`src/rtl/alu_shift_seq.sv`:
```
// -----------------------------------------------------------------------------
// alu_shift_seq
//   Multi-step shift / rotate / swap unit for the CB-prefix group. It sits
//   beside the main ALU, accepts one operation at a time over a valid/ready
//   handshake and returns the shifted value plus Z and C flags over a second
//   valid/ready handshake. N and H are not produced here (always 0 for this
//   group; the flag latch forces them).
//
//   Build option:
//     ALU_SHIFT_BARREL_EN defined   : whole cnt-step result is computed on the
//                                     accept edge; the unit goes straight to
//                                     DONE (SHIFT is never entered).
//     ALU_SHIFT_BARREL_EN undefined : iterative, one 1-bit step per cycle.
//   Results and flags are identical in both builds; only latency differs.
//
// Parameters
//   WIDTH  operand width (even, 8..32)
//   CW     count field width, derived from WIDTH (do not override)
//
// Ports
//   clk        in   clock, all state on rising edge
//   reset      in   asynchronous active-high reset
//   abort      in   synchronous cancel of the operation in flight
//   in_valid   in   request valid
//   in_ready   out  request accepted when in_valid & in_ready
//   op         in   0 RLC, 1 RRC, 2 RL, 3 RR, 4 SLA, 5 SRA, 6 SWAP, 7 SRL
//   operand    in   value to shift
//   count      in   number of 1-bit steps (0 = pass-through, >WIDTH clamped)
//   carry_in   in   C flag before the operation
//   out_valid  out  result valid, held until out_ready
//   out_ready  in   consumer accepts result
//   result     out  shifted value
//   flag_z     out  result == 0
//   flag_c     out  last bit shifted out
// -----------------------------------------------------------------------------
module alu_shift_seq #(
  parameter int WIDTH = 8,
  parameter int CW    = $clog2(WIDTH + 1)
) (
  input  logic             clk,
  input  logic             reset,
  input  logic             abort,
  input  logic             in_valid,
  output logic             in_ready,
  input  logic [2:0]       op,
  input  logic [WIDTH-1:0] operand,
  input  logic [CW-1:0]    count,
  input  logic             carry_in,
  output logic             out_valid,
  input  logic             out_ready,
  output logic [WIDTH-1:0] result,
  output logic             flag_z,
  output logic             flag_c
);

  localparam logic [2:0] OP_RLC  = 3'd0;
  localparam logic [2:0] OP_RRC  = 3'd1;
  localparam logic [2:0] OP_RL   = 3'd2;
  localparam logic [2:0] OP_RR   = 3'd3;
  localparam logic [2:0] OP_SLA  = 3'd4;
  localparam logic [2:0] OP_SRA  = 3'd5;
  localparam logic [2:0] OP_SWAP = 3'd6;
  localparam logic [2:0] OP_SRL  = 3'd7;

  localparam logic [WIDTH-1:0] ZERO_W   = {WIDTH{1'b0}};
  localparam logic [CW-1:0]    ZERO_CNT = {CW{1'b0}};
  localparam logic [CW-1:0]    ONE_CNT  = CW'(1);
  localparam logic [CW-1:0]    MAX_CNT  = CW'(WIDTH);

  typedef enum logic [1:0] {
    S_IDLE  = 2'd0,
    S_SHIFT = 2'd1,
    S_DONE  = 2'd2
  } state_t;

  state_t           state;
  state_t           next_state;
  logic [2:0]       op_hold;
  logic [WIDTH-1:0] acc;
  logic             carry;
  logic [CW-1:0]    cnt;
  logic             accept;
  logic [CW-1:0]    cnt_clamp;
  logic [WIDTH-1:0] swapped;
  logic [WIDTH:0]   step_val;

  // One 1-bit step; returns {carry_out, value}. SWAP never steps, so it
  // shares the pass-through default.
  function automatic logic [WIDTH:0] shift_step(input logic [2:0]       f_op,
                                                input logic [WIDTH-1:0] a,
                                                input logic             ci);
    logic [WIDTH:0] r;
    case (f_op)
      OP_RLC:  r = {a[WIDTH-1], a[WIDTH-2:0], a[WIDTH-1]};
      OP_RRC:  r = {a[0], a[0], a[WIDTH-1:1]};
      OP_RL:   r = {a[WIDTH-1], a[WIDTH-2:0], ci};
      OP_RR:   r = {a[0], ci, a[WIDTH-1:1]};
      OP_SLA:  r = {a[WIDTH-1], a[WIDTH-2:0], 1'b0};
      OP_SRA:  r = {a[0], a[WIDTH-1], a[WIDTH-1:1]};
      OP_SRL:  r = {a[0], 1'b0, a[WIDTH-1:1]};
      default: r = {ci, a};
    endcase
    return r;
  endfunction

`ifdef ALU_SHIFT_BARREL_EN
  logic [WIDTH:0] barrel_val;

  // Unrolled chain of single steps; steps beyond n leave the value untouched,
  // so n == 0 naturally yields {carry_in, operand}.
  function automatic logic [WIDTH:0] shift_multi(input logic [2:0]       f_op,
                                                 input logic [WIDTH-1:0] a,
                                                 input logic             ci,
                                                 input logic [CW-1:0]    n);
    logic [WIDTH:0] r;
    r = {ci, a};
    for (int i = 0; i < WIDTH; i++) begin
      if (i < int'(n)) begin
        r = shift_step(f_op, r[WIDTH-1:0], r[WIDTH]);
      end else begin
        r = r;
      end
    end
    return r;
  endfunction

  // Full multi-step result for the request currently presented.
  always_comb begin
    barrel_val = shift_multi(op, operand, carry_in, cnt_clamp);
  end
`endif

  // Request decode: accept strobe, clamped count, half swap, next iterative step.
  always_comb begin
    accept   = in_valid && (state == S_IDLE) && !abort;
    swapped  = {operand[WIDTH/2-1:0], operand[WIDTH-1:WIDTH/2]};
    step_val = shift_step(op_hold, acc, carry);
    if (count > MAX_CNT) begin
      cnt_clamp = MAX_CNT;
    end else begin
      cnt_clamp = count;
    end
  end

  // State register.
  always_ff @(posedge clk or posedge reset) begin
    if (reset) begin
      state <= S_IDLE;
    end else begin
      state <= next_state;
    end
  end

  // Next-state logic; abort always wins over completion or consumption.
  always_comb begin
    next_state = state;
    case (state)
      S_IDLE: begin
        if (accept) begin
          if (op == OP_SWAP) begin
            next_state = S_DONE;
          end else begin
`ifdef ALU_SHIFT_BARREL_EN
            next_state = S_DONE;
`else
            if (cnt_clamp == ZERO_CNT) begin
              next_state = S_DONE;
            end else begin
              next_state = S_SHIFT;
            end
`endif
          end
        end else begin
          next_state = S_IDLE;
        end
      end
      S_SHIFT: begin
        if (abort) begin
          next_state = S_IDLE;
        end else if (cnt == ONE_CNT) begin
          next_state = S_DONE;
        end else begin
          next_state = S_SHIFT;
        end
      end
      S_DONE: begin
        if (abort || out_ready) begin
          next_state = S_IDLE;
        end else begin
          next_state = S_DONE;
        end
      end
      default: next_state = S_IDLE;
    endcase
  end

  // Handshake outputs decoded from the state register.
  always_comb begin
    in_ready  = (state == S_IDLE) && !abort;
    out_valid = (state == S_DONE);
  end

  // Datapath: working registers and the result/flag registers, which only
  // change on the edge that enters DONE.
  always_ff @(posedge clk or posedge reset) begin
    if (reset) begin
      op_hold <= 3'd0;
      acc     <= ZERO_W;
      carry   <= 1'b0;
      cnt     <= ZERO_CNT;
      result  <= ZERO_W;
      flag_z  <= 1'b0;
      flag_c  <= 1'b0;
    end else begin
      case (state)
        S_IDLE: begin
          if (accept) begin
            op_hold <= op;
            acc     <= operand;
            carry   <= carry_in;
            cnt     <= cnt_clamp;
            if (op == OP_SWAP) begin
              result <= swapped;
              flag_z <= (swapped == ZERO_W);
              flag_c <= 1'b0;
            end
`ifdef ALU_SHIFT_BARREL_EN
            else begin
              result <= barrel_val[WIDTH-1:0];
              flag_z <= (barrel_val[WIDTH-1:0] == ZERO_W);
              flag_c <= barrel_val[WIDTH];
            end
`else
            else if (cnt_clamp == ZERO_CNT) begin
              result <= operand;
              flag_z <= (operand == ZERO_W);
              flag_c <= carry_in;
            end
`endif
          end
        end
        S_SHIFT: begin
          if (!abort) begin
            acc   <= step_val[WIDTH-1:0];
            carry <= step_val[WIDTH];
            cnt   <= cnt - ONE_CNT;
            if (cnt == ONE_CNT) begin
              result <= step_val[WIDTH-1:0];
              flag_z <= (step_val[WIDTH-1:0] == ZERO_W);
              flag_c <= step_val[WIDTH];
            end
          end
        end
        default: begin
          result <= result;
        end
      endcase
    end
  end

endmodule
```
`config.mk`:
```
export PLATFORM = sky130hd
export DESIGN_NAME = alu_shift_seq
export DESIGN_NICKNAME = d
export VERILOG_FILES = /design/src/rtl/alu_shift_seq.sv
export SDC_FILE = /design/constraint.sdc
export NUM_CORES = 1
export LEC_CHECK = 0
export ABC_AREA = 1
export CAP_MARGIN = 20
export CORE_MARGIN = 1.5
export CORE_UTILIZATION = 30
export DETAILED_ROUTE_END_ITERATION = 8
export PLACE_DENSITY_LB_ADDON = 0.15
export SLEW_MARGIN = 20
export SYNTH_ARGS = -nofsm -noshare
export SYNTH_HDL_FRONTEND = slang
export SYNTH_SLANG_ARGS = --single-unit
```
`constraint.sdc`:
```
create_clock -name clk -period 2.35 [get_ports clk]
set_input_delay 0.47 -clock clk [delete_from_list [all_inputs] [get_ports clk]]
set_output_delay 0.47 -clock clk [all_outputs]
set_load 0.01 [all_outputs]
```
Word-level counts from Yosys, hierarchy flattened:

Cells that the tools add are included.

* bits in registers: 28
* input port bits: 21

* reduce and logical (&&, ||, !) cells: 15
* add/subtract/negate cells: 1
* eq/ne operators: 14
* muxes and demuxes: 36
* order comparisons: 1

Operators by type and width (number)
* 9-bit one-hot mux with 7 select lines: 1
* 8-bit 2-to-1 mux: 7
* 8-bit one-hot mux with 2 select lines: 2
* 8-bit zero test: 3
* 3-bit equality test (second input constant): 4
* 1-bit 2-to-1 mux: 12
* 2-bit 2-to-1 mux: 6
* 4-bit 2-to-1 mux: 3
* 4-bit one-hot mux with 2 select lines: 1
* 3-bit by 2-bit equality test with 1-bit output (second input constant): 2
* 2-bit inequality test (second input constant): 3
* 1-bit one-hot mux with 2 select lines: 3
* 2-bit one-hot mux with 3 select lines: 1
* 5-bit AND reduction: 1
* 4-bit by 1-bit equality test with 1-bit output (second input constant): 1
* 4-bit greater-than comparator (second input constant): 1
* 4-bit zero test: 1
* 4-bit by 1-bit subtractor with 4-bit output (second input constant): 1
* 3-bit by 1-bit equality test with 1-bit output (second input constant): 1
* 1-bit logical AND: 3
* 3-bit zero test: 1
* 3-bit by 1-bit inequality test with 1-bit output (second input constant): 1
* 3-bit AND reduction: 1
* 2-bit by 1-bit equality test with 1-bit output (second input constant): 1
* other kinds (6): 6

Longest topological paths before layout:

* depth in word-level cells: 7
* depth in mapped cells: 10

Least setup slack after synthesis:

No wires, ideal clock.

* path type: input -> register
* start point: in count[2]
* end point: reg result[7]
* slack: 0.983 ns
* arrival: 1.246 ns
* data required time: 2.229 ns
* library setup time: 0.121 ns
* cell stages on the path: 7
* cells stage by stage: inv_1 nand3_1 o21ai_0 o21ai_2 buf_6 nor2_1 a21oi_2

* longest elaborated chain between the ends: 5

Ends and longest elaborated chain
* start: declaration: RTL line 47 `input logic [CW-1:0] count,`
* 4-bit greater-than comparator: RTL line 138 `if (count > MAX_CNT) begin`
* 4-bit 2-to-1 mux (*): RTL line 138
* 4-bit zero test (*): RTL line 234 `else if (cnt_clamp == ZERO_CNT) begin`
* 3-bit by 1-bit inequality test with 1-bit output (no line) (*)
* 5-bit AND reduction (no line) (*)
* end signal: assignment: RTL line 235 `result <= operand;`
* end signal: assignment: RTL line 248 `result <= step_val[WIDTH-1:0];`
* end signal: assignment: RTL line 255 `result <= result;`
* end: declaration: RTL line 51 `output logic [WIDTH-1:0] result,`

Every way passes the cells marked *; elsewhere a longest branch is shown, timed or not.
A chain may end at the register's enable or synchronous reset.

Final worst setup path:

* start point: reg state[0]
* end point: out in_ready

* longest elaborated chain between the ends: 2

Ends and longest elaborated chain
* start: declaration: RTL line 76 `state_t state;`
* start signal: assignment: RTL line 150 `state <= next_state;`
* 2-bit zero test: RTL line 199 `in_ready = (state == S_IDLE) && !abort;`
* 1-bit logical AND: RTL line 199
* end: declaration: RTL line 44 `output logic in_ready,`

Every way passes these cells.

==> metrics.md <==
| Metric | Value |
|---|---|
| WP data required | 1880 ps |
| Combinational Power Share | 45.3% |
| Vias in the first global route | 1736 |
| CTS HTree Levels | 1 |
| Post-cts resize count | 0 |
| Final worst setup slack | 192 ps |
| Non-filler instance count after layout | about 370 |
| # Post-CTS Setup Buffers | 0 |
| Worst IR Drop VDD | 0.000367 V |
| Number of unique standard cell types used by synthesis | 30 |
| Synth Warn # | 0 |
| IO Count | 33 |
| Hold buffer count at cts | 0 |
| Leading cell types by count after synthesis | nand2_1, inv_1, nor2_1, o21ai_0, dfrtp_1 |
| Final Instance Area | 2310 µm² |
| LEAKAGE | 0.00111 µW |
| Pint | 1310 µW |
| Leading area contributor after synthesis | dfrtp_1 |
| Initial Utilization | between 30% and 40% |
| Ranking of synthesized cells by area | dfrtp_1, nand2_1, o21ai_0, inv_1, nor2_1 |
| Worst hold margin | 492 ps |
| CTS Buf Count | 3 |
| CP arrival | 1690 ps |
| Crit start category | flip-flop |
| Max-cap violations | 0 |
| Critical path type | reg2out |
| Initial antenna violation count | 0 |
| Synth Cell Area | 1820 µm² |
| Number of synthesized flops with an enable pin | 0 |
| Number of port buffers | 32 |
| Die Span Y | 80.9 µm |
| Clk root buf | clkbuf_8 |
| Most common flop cell mapped by yosys | dfrtp_1 |
| Total track usage | 16.2% |
| Pwr/cell area | around 940 nW/µm² |
| Adder-cell share of the synthesized area | about 1.4% |
| Status | finished, final reports clean |
| Syn nets | ~280 |
| Area growth syn-to-layout | 26.7% |
| Cell count of the worst reg-to-reg path | 8 |
| Total Routed Length | between 4000 and 5000 µm |
| RSZ-0062 raised after global routing | no |
| Fmax | 463 MHz |
| Proportion of layout cells with a drive suffix above 1 | 8.53% |
| Rows | 28 |
| Final min period | about 2200 ps |
| Nets | between 300 and 400 |
| Top-area cell type share of the netlist area | 38.5% |
| Placed cell count | around 360 |
| Pre-CTS setup slack | 59.4 ps |
| Flops & latches, synth | 28 |
| Xor/xnor share of the synthesized area | 0.481% |
| Seq pwr share | a little over a third |
| Routability congestion estimate | around 0.88 |
| # clock sinks | 28 |
| Hold WC Path Type | reg2reg |
| Iteration-0 DRC Markers | 82 |
| Post-synthesis compound-gate area fraction | 19.4% |
| Largest net degree at the start of global routing | 29 |
| TritonCTS clock tree | done |
| Slew Limit Fails | 0 |
| Total grt overflow | 0 |
| First-pass GRT wire length | 8180 µm |
| Crit path max fanout | 4 |
| Tightest Pin Transition | 506 ps |
| Hold depth | 2 |
| Layout Skew | 12.7 ps |
| Clock Path Buffers | 2 |
| Placed Area | 2240 µm² |
| Post-synthesis mux area share | 0% |
| Skew-Pair Late Insertion Delay | 290 ps |
| Main combinational cell family by area after synthesis | simple AND/OR/NAND/NOR gates |
| Hold Vio Cnt, Final | 0 |
| Post-synthesis simple-gate area fraction | 30.3% |
| DRT Pass-1 Iters | 4 |
| DRC viols | 0 |
| Switch share | 39.8% |
| Final HPWL DP | 3660 µm |
| WL/cell | 13.2 µm |
| Asr flop ratio synth | between 90% and 100% |
| Die area | between 6000 and 7000 µm² |
| Top-count cell post-synth | nand2_1 |
| Routed Antenna Nets | 0 |
| Clock network fraction of design power | 18.7% |
| Sequential cell area fraction in the yosys report | 38.5% |
| Psw | between 800 and 900 µW |
| Synth Area per Inst | 7.06 µm² |
| Via/cell ratio | 4.89 |
| Final Cycle Share | 91.8% |
| Vias | 1801 |
| TNS Setup | 0 ps |
| Crit end category | output pin |
| Normalized max-slew margin | 66.2% |
| Mapped Cells | 258 |
| # setup viols final | 0 |
| Core Region | 5890 µm² |
| N_diodes | 0 |
| Fillers | 632 |
| DIE WIDTH | 80.9 µm |
| Reg clk slew, reported paths | around 100 ps |
[power groups by stage]
| stage | Combinational [µW] | Clock (µW) | Sequential (µW) |
|---|---|---|---|
| 3_5_place_dp | 990 | 0 | 793 |
| 6_report | 986 | 406 | 783 |
| 5_1_grt | 1120 | 429 | 808 |
| 2_1_floorplan | 619 | 0 | 794 |
| 3_3_place_gp | 991 | 0 | 796 |
| 4_1_cts | 995 | 414 | 782 |
[kinds of logic after synthesis]
logic type,Yosys count
adders and majority gates,2
buffers and inverters,43
and+or+nand+nor,126
AOI/OAI and AO/OA,58
xor gates and xnor gates,1
DFF,28
[critical path, stage by stage, from the launching register on]
cell and delay, ps:
dfrtp_1 460, nor2_1 110, inv_1 80, nor2_1 190
clkdlybuf4s50_1 580
[sequential cells by signal (all words and copies together) (netlist names)]
register and cells:
state 2, op_hold 3, carry 1, cnt 4, result 8, flag_z 1, acc 8, flag_c 1
[final timing paths]
path	from	to	slack, ps
worst max-delay path	state[0]$_DFF_PP0_	in_ready	190
worst min-delay path	result[1]$_DFFE_PP0P_	result[1]$_DFFE_PP0P_	490
worst max register to register	state[1]$_DFF_PP0_	result[5]$_DFFE_PP0P_	720
worst min register to register	result[1]$_DFFE_PP0P_	result[1]$_DFFE_PP0P_	490
max in group asynchronous	reset	result[4]$_DFFE_PP0P_	1530
min in group asynchronous	reset	result[5]$_DFFE_PP0P_	540
[layout by cell type, fill, tap and decap left out, drive strengths merged, types with 2 or more instances in the layout]
cell type	instances
nand2	62
inv	35
nor2	35
o21ai	33
clkdlybuf4s50	32
dfrtp	28
nand3	23
a21oi	10
buf	7
o211ai	4
o22ai	3
a211oi	3
clkbuf	3
a22oi	2
nand4	2
nor3	2
ha	2
a31oi	2
[final cells by class]
type	count	area [µm²]	share of cell area [%]
Multi-Input combinational cell	187	938	40.7
Sequential cell	28	701	30.4
Timing Repair Buffer	39	373	16.2
Inverter	35	131	5.69
Tap cell	75	93.8	4.07
Clock buffer	3	41.3	1.79
Clock inverter	1	30.0	1.30
[stage by stage]
stage	utilization (%)	total power (µW)
detailed placement	38.0	1780
CTS	39.2	2190
finish	39.2	2170
global placement	38.0	1790
global route	39.2	2360
floorplan	-	1410
[routing by layer]
metal,vias to the layer above,GRT usage [%],part of all wire (%)
met4,0,3.10,0.64
li1,915,-,-
met3,5,2.92,4.1
met5,-,0,0
met2,37,26.9,48
met1,844,22.0,47
Note: power is estimated with default switching activity, not from simulation.
